[src/rtl/dimm_pkg.sv]
// Command/error encodings, timing defaults and bank indexing shared by the
// DIMM command responder and its burst engine.
package dimm_pkg;

    typedef enum logic [2:0] {
        CMD_NOP  = 3'd0,
        CMD_ACT0 = 3'd1,
        CMD_ACT1 = 3'd2,
        CMD_RD0  = 3'd3,
        CMD_RD1  = 3'd4,
        CMD_WR0  = 3'd5,
        CMD_WR1  = 3'd6,
        CMD_PRE  = 3'd7
    } cmd_e;

    typedef enum logic [2:0] {
        ERR_NONE      = 3'd0,
        ERR_BANK_OPEN = 3'd1,
        ERR_TRP       = 3'd2,
        ERR_BANK_IDLE = 3'd3,
        ERR_TRCD      = 3'd4,
        ERR_PAIR      = 3'd5,
        ERR_BUSY      = 3'd6,
        ERR_PRE_EARLY = 3'd7
    } err_e;

    typedef logic [4:0] bank_idx_t;

    localparam int NUM_BANKS  = 32;
    localparam int TRCD_DEF   = 39;
    localparam int TCL_DEF    = 40;
    localparam int TRP_DEF    = 39;
    localparam int TBURST_DEF = 8;

    // The timer is loaded on the edge after the command and a command is legal
    // when it reads 0, so "legal from command cycle + d" needs a load of d-1.
    function automatic logic [7:0] timer_load(input int d);
        return (d <= 1) ? 8'd0 : 8'(d - 1);
    endfunction

endpackage

[src/rtl/dimm_burst_engine.sv]
// Read/write burst sequencer: waits out the CAS latency, then streams TBURST
// beats, generating rd_valid/rd_data or wr_req and a trailing wr_done pulse.
//
// state   | meaning
// BE_IDLE | no burst in flight, ready to accept start
// BE_WAIT | counting down CAS latency
// BE_BEAT | driving one data beat per cycle
module dimm_burst_engine
    import dimm_pkg::*;
#(
    parameter int TCL    = TCL_DEF,
    parameter int TBURST = TBURST_DEF
) (
    input  logic            dimm_clk,
    input  logic            rst_n,
    input  logic            start,
    input  logic            start_wr,
    input  logic [15:0]     start_row,
    input  bank_idx_t       start_bank,
    input  logic [5:0]      start_col,
    output logic            busy,
    output logic            rd_valid,
    output logic [63:0]     rd_data,
    output logic            wr_req,
    output logic            wr_done
);

    typedef enum logic [1:0] {BE_IDLE, BE_WAIT, BE_BEAT} be_state_e;

    // Start is seen one edge after the command and the first beat is itself
    // registered, so the latency counter covers TCL-2 cycles (TCL >= 2).
    localparam logic [7:0] WAIT_LOAD = 8'(TCL - 2);
    localparam logic [7:0] LAST_BEAT = 8'(TBURST - 1);

    be_state_e   state, state_nxt;
    logic [7:0]  wait_cnt, wait_nxt;
    logic [7:0]  beat, beat_nxt;
    logic        done_nxt;
    logic        is_wr;
    logic [15:0] row;
    bank_idx_t   bank;
    logic [5:0]  col;

    always_ff @(posedge dimm_clk or negedge rst_n) begin
        if (!rst_n) begin
            state    <= BE_IDLE;
            wait_cnt <= '0;
            beat     <= '0;
            wr_done  <= 1'b0;
            is_wr    <= 1'b0;
            row      <= '0;
            bank     <= '0;
            col      <= '0;
        end else begin
            state    <= state_nxt;
            wait_cnt <= wait_nxt;
            beat     <= beat_nxt;
            wr_done  <= done_nxt;
            if (state == BE_IDLE && start) begin
                is_wr <= start_wr;
                row   <= start_row;
                bank  <= start_bank;
                col   <= start_col;
            end
        end
    end

    always_comb begin
        state_nxt = state;
        wait_nxt  = wait_cnt;
        beat_nxt  = beat;
        done_nxt  = 1'b0;
        case (state)
            BE_IDLE: begin
                if (start) begin
                    state_nxt = BE_WAIT;
                    wait_nxt  = WAIT_LOAD;
                    beat_nxt  = '0;
                end
            end
            BE_WAIT: begin
                if (wait_cnt == 8'd0) state_nxt = BE_BEAT;
                else                  wait_nxt  = wait_cnt - 8'd1;
            end
            BE_BEAT: begin
                if (beat == LAST_BEAT) begin
                    state_nxt = BE_IDLE;
                    done_nxt  = is_wr;
                end else begin
                    beat_nxt = beat + 8'd1;
                end
            end
            default: state_nxt = BE_IDLE;
        endcase
    end

    assign busy     = (state != BE_IDLE);
    assign rd_valid = (state == BE_BEAT) && !is_wr;
    assign wr_req   = (state == BE_BEAT) && is_wr;
    assign rd_data  = rd_valid ? {34'b0, row, bank, col, beat[2:0]} : 64'd0;

endmodule

[src/rtl/dimm_cmd_responder.sv]
// DIMM command responder: pairs two-cycle commands, tracks per-bank open state
// and timing, flags protocol errors and launches read/write bursts.
module dimm_cmd_responder
    import dimm_pkg::*;
#(
    parameter int TRCD   = TRCD_DEF,
    parameter int TCL    = TCL_DEF,
    parameter int TRP    = TRP_DEF,
    parameter int TBURST = TBURST_DEF
) (
    input  logic        dimm_clk,
    input  logic        rst_n,
    input  logic        cmd_valid,
    input  logic [2:0]  cmd_code,
    input  logic [2:0]  cmd_bg,
    input  logic [1:0]  cmd_ba,
    input  logic [15:0] cmd_row,
    input  logic [5:0]  cmd_col,
    output logic        rd_valid,
    output logic [63:0] rd_data,
    output logic        wr_req,
    input  logic [63:0] wr_data,
    output logic        wr_done,
    output logic [31:0] bank_active,
    output logic        err_valid,
    output logic [2:0]  err_code
);

    localparam logic [7:0] ACT_LOAD   = timer_load(TRCD);
    localparam logic [7:0] BURST_LOAD = timer_load(TCL + TBURST);
    localparam logic [7:0] PRE_LOAD   = timer_load(TRP);

    logic        pend_valid;
    logic [2:0]  pend_code;
    bank_idx_t   pend_idx;
    logic [15:0] pend_row;
    logic [5:0]  pend_col;

    logic [15:0] bank_row [NUM_BANKS];
    logic [7:0]  bank_tmr [NUM_BANKS];

    cmd_e      code;
    bank_idx_t idx;
    logic      cur_first, cur_second, pair_ok, err_pair;
    logic      idx_active, tmr_zero, busy;
    logic      exec_act, exec_rd, exec_wr, exec_pre;
    err_e      exec_err, err_nxt;

    // Write payload is acknowledged through wr_req only; it is not stored.
    logic unused_wr_data;
    assign unused_wr_data = ^wr_data;

    always_comb begin
        code       = cmd_valid ? cmd_e'(cmd_code) : CMD_NOP;
        idx        = {cmd_bg, cmd_ba};
        cur_first  = (code == CMD_ACT0) || (code == CMD_RD0) || (code == CMD_WR0);
        cur_second = (code == CMD_ACT1) || (code == CMD_RD1) || (code == CMD_WR1);
        pair_ok    = pend_valid && cur_second && (cmd_code == pend_code + 3'd1) &&
                     (idx == pend_idx);
        // A broken pair and an orphan second half are both pairing errors.
        err_pair   = (pend_valid && !pair_ok) || (cur_second && !pair_ok);
        idx_active = bank_active[idx];
        tmr_zero   = (bank_tmr[idx] == 8'd0);

        exec_err = ERR_NONE;
        if (pair_ok && code == CMD_ACT1) begin
            if (idx_active)     exec_err = ERR_BANK_OPEN;
            else if (!tmr_zero) exec_err = ERR_TRP;
        end else if (pair_ok) begin
            if (!idx_active)    exec_err = ERR_BANK_IDLE;
            else if (!tmr_zero) exec_err = ERR_TRCD;
            else if (busy)      exec_err = ERR_BUSY;
        end else if (code == CMD_PRE) begin
            if (!idx_active)    exec_err = ERR_BANK_IDLE;
            else if (!tmr_zero) exec_err = ERR_PRE_EARLY;
        end

        exec_act = pair_ok && (code == CMD_ACT1) && (exec_err == ERR_NONE);
        exec_rd  = pair_ok && (code == CMD_RD1)  && (exec_err == ERR_NONE);
        exec_wr  = pair_ok && (code == CMD_WR1)  && (exec_err == ERR_NONE);
        exec_pre = (code == CMD_PRE) && (exec_err == ERR_NONE);
        err_nxt  = err_pair ? ERR_PAIR : exec_err;
    end

    always_ff @(posedge dimm_clk or negedge rst_n) begin
        if (!rst_n) begin
            pend_valid  <= 1'b0;
            pend_code   <= '0;
            pend_idx    <= '0;
            pend_row    <= '0;
            pend_col    <= '0;
            bank_active <= '0;
            err_valid   <= 1'b0;
            err_code    <= '0;
            for (int i = 0; i < NUM_BANKS; i++) begin
                bank_row[i] <= '0;
                bank_tmr[i] <= '0;
            end
        end else begin
            pend_valid <= cur_first;
            if (cur_first) begin
                pend_code <= cmd_code;
                pend_idx  <= idx;
                pend_row  <= cmd_row;
                pend_col  <= cmd_col;
            end
            err_valid <= (err_nxt != ERR_NONE);
            err_code  <= err_nxt;

            for (int i = 0; i < NUM_BANKS; i++) begin
                if (bank_tmr[i] != 8'd0) bank_tmr[i] <= bank_tmr[i] - 8'd1;
            end
            if (exec_act) begin
                bank_active[idx] <= 1'b1;
                bank_row[idx]    <= pend_row;
                bank_tmr[idx]    <= ACT_LOAD;
            end
            if (exec_rd || exec_wr) bank_tmr[idx] <= BURST_LOAD;
            if (exec_pre) begin
                bank_active[idx] <= 1'b0;
                bank_tmr[idx]    <= PRE_LOAD;
            end
        end
    end

    dimm_burst_engine #(
        .TCL    (TCL),
        .TBURST (TBURST)
    ) u_burst (
        .dimm_clk   (dimm_clk),
        .rst_n      (rst_n),
        .start      (exec_rd || exec_wr),
        .start_wr   (exec_wr),
        .start_row  (bank_row[idx]),
        .start_bank (idx),
        .start_col  (pend_col),
        .busy       (busy),
        .rd_valid   (rd_valid),
        .rd_data    (rd_data),
        .wr_req     (wr_req),
        .wr_done    (wr_done)
    );

endmodule

[config.mk]
export PLATFORM = sky130hd
export DESIGN_NAME = dimm_cmd_responder
export DESIGN_NICKNAME = d
export VERILOG_FILES = /design/src/rtl/dimm_pkg.sv /design/src/rtl/dimm_burst_engine.sv /design/src/rtl/dimm_cmd_responder.sv
export SDC_FILE = /design/constraint.sdc
export NUM_CORES = 2
export LEC_CHECK = 0
export BUFFER_PORTS_ARGS = -buffer_cell sky130_fd_sc_hd__buf_2
export CAP_MARGIN = 20
export CORE_ASPECT_RATIO = 1.4
export CORE_UTILIZATION = 60
export DETAILED_ROUTE_END_ITERATION = 6
export GPL_TIMING_DRIVEN = 0
export PLACE_DENSITY = 0.78
export SKIP_CTS_REPAIR_TIMING = 1
export SLEW_MARGIN = 40
export SYNTH_ARGS = -nofsm -noshare
export SYNTH_HDL_FRONTEND = slang
export SYNTH_SLANG_ARGS = --single-unit
[constraint.sdc]
create_clock -name dimm_clk -period 3.6 [get_ports dimm_clk]
set_clock_uncertainty 0.15 [all_clocks]
set_input_delay 0.54 -clock dimm_clk [delete_from_list [all_inputs] [get_ports dimm_clk]]
set_output_delay 0.54 -clock dimm_clk [all_outputs]
set_load 0.005 [all_outputs]
After elaboration in Yosys (flattened, before gate mapping)
Cells that the tools add are included.
{ "totals": {"register_bits": 882, "ramBits": 0, "inputBits": 97, "mem_bits_ro": 0, "output_inout_bits": 103, "wordCells": 293, "mem_count": 0, "latchBits": 0} }
{ "classes": {"multipliers": 0, "muxes": 77, "reduce_logical": 68, "bitwise": 12, "order_cmp": 4, "eq_ne": 17, "div_mod_pow": 0, "shift": 0, "addsub": 35} }
{ "op_table": {"columns": ["op", "n"], "rows": [
  ["256-bit two-way mux", 3],
  ["512-bit bitwise mux", 1],
  ["160-bit AND", 2],
  ["8-bit two-way mux", 39],
  ["8-bit by 1-bit subtractor with 8-bit output (second input constant)", 33],
  ["8-bit nonzero test", 32],
  ["96-bit OR", 2],
  ["160-bit NOT", 1],
  ["160-bit OR", 1],
  ["96-bit AND", 1],
  ["96-bit NOT", 1],
  ["16-bit binary-select mux with 5-bit select", 1],
  ["16-bit demux with 5-bit select", 1],
  ["32-bit two-way mux", 2],
  ["16-bit two-way mux", 3],
  ["8-bit binary-select mux with 5-bit select", 1],
  ["8-bit demux with 5-bit select", 1],
  ["32-bit AND", 1],
  ["32-bit NOT", 1],
  ["32-bit OR", 1],
  ["8-bit case mux with 2 select lines", 2],
  ["3-bit two-way mux", 10],
  ["30-bit two-way mux", 1],
  ["1-bit logical AND", 17],
  ["30 further kinds", 55]
]} }

Longest topological paths before layout
{ "depth": {"ltp_word": 17, "depth_mapped": 15, "depth_no_buf": 8} }

Hierarchy
Synthesis repeated with hierarchy kept, for this count alone.
{ "unflattened": {"hier_cells": 3698, "area_unflattened_um2": 43817.0} }
{ "modules_own_cells": {"columns": ["module", "cells_each", "instances", "area_per_inst_um2", "seq_area_each_um2"], "rows": [
  ["dimm_cmd_responder", 3406, 1, 41239.6, 20895.0],
  ["dimm_burst_engine", 292, 1, 2577.5, 1176.1]
]} }

Worst setup path before layout
OpenSTA, ideal clock, no wires.
{ "synth_timing": {"kind": "input to register", "startpoint": "in cmd_ba[0]", "endpoint": "reg bank_row[358] in the netlist's numbering", "path_slack_ns": 0.310, "setup_time_ns": 0.125, "required_ns": 3.325, "cell_stages": 10, "path_buffers": 4, "arrival_ns": 3.015, "cell_sequence": "buf_2 -> or4b_2 -> o32ai_1 -> nor4_1 -> a311oi_1 -> buf_4 -> buf_4 -> nand4_4 -> buf_6 -> mux2_4"} }
{ "synth_via": {"elab_chain_cells": 12, "word_cells_on_any_way": 27, "cone_classes": "order compare: 2; eq/ne: 1; mux: 17; bitwise: 1; reduce/logical: 6"} }
{ "synth_rtl": {"columns": ["item", "line_no", "source"], "rows": [
  ["start, declared", "dimm_cmd_responder.sv:16", "input logic [1:0] cmd_ba,"],
  ["5-bit NOT with 6-bit output (implied by the code)", "dimm_cmd_responder.sv:63, dimm_cmd_responder.sv:115", null],
  ["8-bit binary-select mux with 5-bit select", "dimm_cmd_responder.sv:63", "tmr_zero = (bank_tmr[idx] == 8'd0);"],
  ["8-bit two-way mux (implied by the code) (2 in a row)", "dimm_cmd_responder.sv:63", null],
  ["8-bit zero test", "dimm_cmd_responder.sv:63", null],
  ["3-bit two-way mux", "dimm_cmd_responder.sv:75", "else if (!tmr_zero) exec_err = ERR_PRE_EARLY;"],
  ["3-bit two-way mux", "dimm_cmd_responder.sv:74", "if (!idx_active) exec_err = ERR_BANK_IDLE;"],
  ["3-bit two-way mux", "dimm_cmd_responder.sv:73", "end else if (code == CMD_PRE) begin"],
  ["3-bit two-way mux", "dimm_cmd_responder.sv:69", "end else if (pair_ok) begin"],
  ["3-bit two-way mux", "dimm_cmd_responder.sv:66", "if (pair_ok && code == CMD_ACT1) begin"],
  ["3-bit zero test", "dimm_cmd_responder.sv:78", "exec_act = pair_ok && (code == CMD_ACT1) && (exec_err == ERR_NONE);"],
  ["1-bit logical AND", "dimm_cmd_responder.sv:78", null],
  ["end signal, assigned by index", "dimm_cmd_responder.sv:115", "bank_row[idx] <= pend_row;"],
  ["end, declared", "dimm_cmd_responder.sv:39", "logic [15:0] bank_row [NUM_BANKS];"]
]} }
Several ways; a longest one is shown, not always the timed one. The select of a mux whose other input is x is not followed.
A chain may end at the register's enable or synchronous reset.

Worst setup path in the final report
{ "layout_timing": {"startpoint": "in cmd_ba[1]", "endpoint": "reg bank_row[317] in the netlist's numbering"} }
Same word-level chain as after synthesis.

==> results.sh <==
export IMPL_gp_congestion=1.027
export IMPL_synth_distinct_cells=87
export IMPL_clockBufferDepth=3
export IMPL_finalSetupViolations=436
export IMPL_place_inst=4847
export IMPL_vias_per_cell=6.711
export IMPL_cts_inserted_buffers=84
export IMPL_first_global_vias=34510
export IMPL_die_y_um=329.7
export IMPL_syn2layout_area_growth_pct=13.95
export IMPL_ys_async_sr_fraction_pct=100.0
export IMPL_gr_usage_all_layers_pct=38.63
export IMPL_timing_rr_end="bank_row[317]"
export IMPL_clk_latency_ps=680
export IMPL_syn_inst=3738
export IMPL_io_pins=200
export IMPL_slowest_delay_ps=510
export IMPL_p_switching_uw=8427
export IMPL_synth_edf_count=0
export IMPL_crit_required_ps=4000
export IMPL_fillers=5287
export IMPL_rr_worst_depth=10
export IMPL_drcViolationCount=0
export IMPL_die_x_um=236.1
export IMPL_outcome="finished with violations"
export IMPL_place_ws_ps=-2142
export IMPL_power_frac_comb_pct=17.9
export IMPL_port_buffers=99
export IMPL_finalNonFillerCells=5072
export IMPL_yosysWarnings=0
export IMPL_drive_above_1_share_pct=31.57
export IMPL_switching_share_pct=31.37
export IMPL_hold_path_endpoint="pend_row[14]"
export IMPL_ys_seq_elements=882
export IMPL_grt_max_degree=108
export IMPL_dp_hpwl_um=103900
export IMPL_fin_ws_ps=-283.8
export IMPL_finalHoldWorstSlack_ps=-47.26
export IMPL_hold_violations=1
export IMPL_final_max_slew_viol_count=0
export IMPL_timing_max_cap_violations=0
export IMPL_seqPwrFrac_pct=46.7
export IMPL_worstSetupEndpointType="register"
export IMPL_p_total_uw=26870
export IMPL_min_from="cmd_row[14]"
export IMPL_initial_core_util_pct=60.86
export IMPL_avgSynthCellArea_um2=12.32
export IMPL_path_clk_slew_ps=70
export IMPL_synth_top_cell_area_share_pct=47.95
export IMPL_routed_wl_um=151000
export IMPL_cts_root_buf="clkbuf_16"
export IMPL_powerDensity_nw_per_um2=512.2
export IMPL_rr_startpoint="bank_tmr[74]"
export IMPL_core_rowCount=119
export IMPL_cts_sinks=882
export IMPL_design_core_area_um2=75640
export IMPL_tightest_slew_ps=984.8
export IMPL_vias=34040
export IMPL_synthFlopType="dfrtp_1"
export IMPL_crit_type="in -> reg"
export IMPL_grt_overflow=0
export IMPL_crit_path_top_delay_cell="nor4b_2"
export IMPL_peakVddDrop_mv=0.4137
export IMPL_syn_area_um2=46030
export IMPL_violations="negative hold slack, negative setup slack"
export IMPL_holdPathStages=3
export IMPL_fin_nets=4201
export IMPL_cp_data_arrival_time_ps=4280
export IMPL_antenna_found_initial=2
export IMPL_intPower_uw=18440
export IMPL_max_freq_mhz=257.5
export IMPL_final_antenna_net_count=0
export IMPL_crit_path_max_fanout=10
export IMPL_grt_pass1_wl_um=220100
export IMPL_p_clk_share_pct=35.5
export IMPL_drtIter0Drc=3041
export IMPL_cts_htree_levels=3
export IMPL_r2r_slack_ps=-250
export IMPL_dr_pass1_iters=6
export IMPL_wl_per_cell_um=29.76
export IMPL_hold_path_class="in -> reg"
export IMPL_crit_chain="buf_2 -> clkinvlp_4 -> clkbuf_2 -> nor4b_2 -> a211oi_1 -> nor4_1 -> and4b_1 -> buf_2 -> buf_4 -> nand4_4 -> buf_6 -> mux2_4"
export IMPL_yosys_top_cells_area="dfrtp_1 (48%), mux2_4 (8.4%), mux4_2 (6.7%), mux2_2 (6.5%), nand2_1 (2.5%)"
export IMPL_fin_crit_sh_pct=107.9
export IMPL_startpoint_type="primary input"
export IMPL_cts_tree="built"
export IMPL_die_area_um2=77850
export IMPL_path_common_cell="buf_2"
export IMPL_grt_setup_unrepaired="true"
export IMPL_yosys_area_top_type="dfrtp_1"
export IMPL_ys_seq_area_share_pct=47.95
export IMPL_slew_headroom_pct=34.11
export IMPL_power_leakage_uw=0.02453
export IMPL_min_period_ps=3884
==> cells in the final DEF (no fill, tap or decap), drive strengths merged, types with 45 or more instances in the layout <==
cell type and count:
nor3 88, mux4 136, nand4 80, mux2 553, xor2 93, ha 68
nor2 191, clkbuf 248, a22oi 99, nand2 306, a211oi 73, buf 300
xnor2 112, inv 115, o22ai 45, o21ai 160, dfrtp 882, nor4 100
==> critical path: cells and delay by family <==
kind / cells / cell delay [ps]
buffers and inverters: 6 / 1740
AO/OA/AOI/OAI: 1 / 160
multiplexers: 1 / 320
AND/OR/NAND/NOR: 4 / 1470
==> layout make-up <==
class                   instances  area [µm²]  area share (%)
diodes                          2       5.005        0.009541
well taps                     968        1211           2.309
flip-flops and latches        882       22070           42.08
multi-input cells            2508       22610           43.09
clock buffers                 122        2479           4.725
repair buffers                179        1356           2.586
inverters                     113       431.7          0.8229
clock inverters                30       429.2          0.8181
plain buffers                 268        1868           3.561
==> cell usage after synthesis (85+ instances only) <==
cell	n
a22oi_1	99
clkbuf_1	116
dfrtp_1	882
inv_1	111
mux2_2	265
mux2_4	259
mux4_2	136
nand2_1	306
nor2_1	190
nor3_1	85
nor4_1	99
o21ai_0	157
xnor2_1	112
xor2_1	93
==> stage by stage <==
| step | TNS [ps] | area, µm² | utilization (%) |
|---|---|---|---|
| 2_1_floorplan | 0 | 46160 | - |
| 3_3_place_gp | - | 47860 | 63.28 |
| 3_5_place_dp | -1300360 | 48280 | 63.83 |
| 4_1_cts | -748210 | 51190 | 67.68 |
| 5_1_grt | -22380 | 52450 | 69.35 |
| 6_report | -32580 | 52460 | 69.35 |
==> flip-flops by register name (all words and copies together), names as in the netlist <==
name              flops
bank_row            512
bank_tmr            256
bank_active          32
pend_row             16
u_burst.row          16
u_burst.beat          8
u_burst.wait_cnt      8
pend_col              6
u_burst.col           6
pend_idx              5
u_burst.bank          5
err_code              3
pend_code             3
u_burst.state         2
err_valid             1
pend_valid            1
u_burst.is_wr         1
u_burst.wr_done       1
==> routing by layer <==
| metal | vias to the layer above | global-route usage [%] | wire length (µm) |
|---|---|---|---|
| met5 | - | 0 | 13 |
| met4 | 2 | 29.60 | 13580 |
| met3 | 661 | 9.351 | 14150 |
| met2 | 1991 | 61.43 | 69830 |
| met1 | 17250 | 45.63 | 53370 |
| li1 | 14140 | - | - |
==> cells by family after synthesis <==
kind of cell	Yosys count	synth area share (%)
muxes	724	23.05
other	1	0.008146
and+or+nand+nor	992	11.99
AOI/OAI and AO/OA	485	6.931
buffers and inverters	381	4.319
xor gates and xnor gates	205	3.900
adders and majority gates	68	1.848
DFF	882	47.95
==> worst max-delay path by stage <==
stage / from / endpoint / slack (ps) / depth (start not counted)
2_1_floorplan: cmd_ba[0] / bank_row[358] / 310 / 10
3_3_place_gp: rst_n / bank_tmr[244] / -16980 / 1
3_5_place_dp: cmd_ba[0] / bank_tmr[166] / -2140 / 11
4_1_cts: cmd_ba[0] / bank_tmr[174] / -1500 / 11
5_1_grt: bank_tmr[74] / bank_row[348] / -240 / 10
6_report: cmd_ba[1] / bank_row[317] / -280 / 12
==> power groups by stage <==
| stage | clock network (µW) | registers, µW | logic [µW] |
|---|---|---|---|
| after floorplan | 0 | 12200 | 3220 |
| after global placement | 0 | 12600 | 4350 |
| after detailed placement | 0 | 12600 | 4510 |
| after CTS | 9510 | 12400 | 4560 |
| after global routing | 9890 | 12700 | 5210 |
| final | 9530 | 12500 | 4810 |
(Power assumes the default switching activity.)
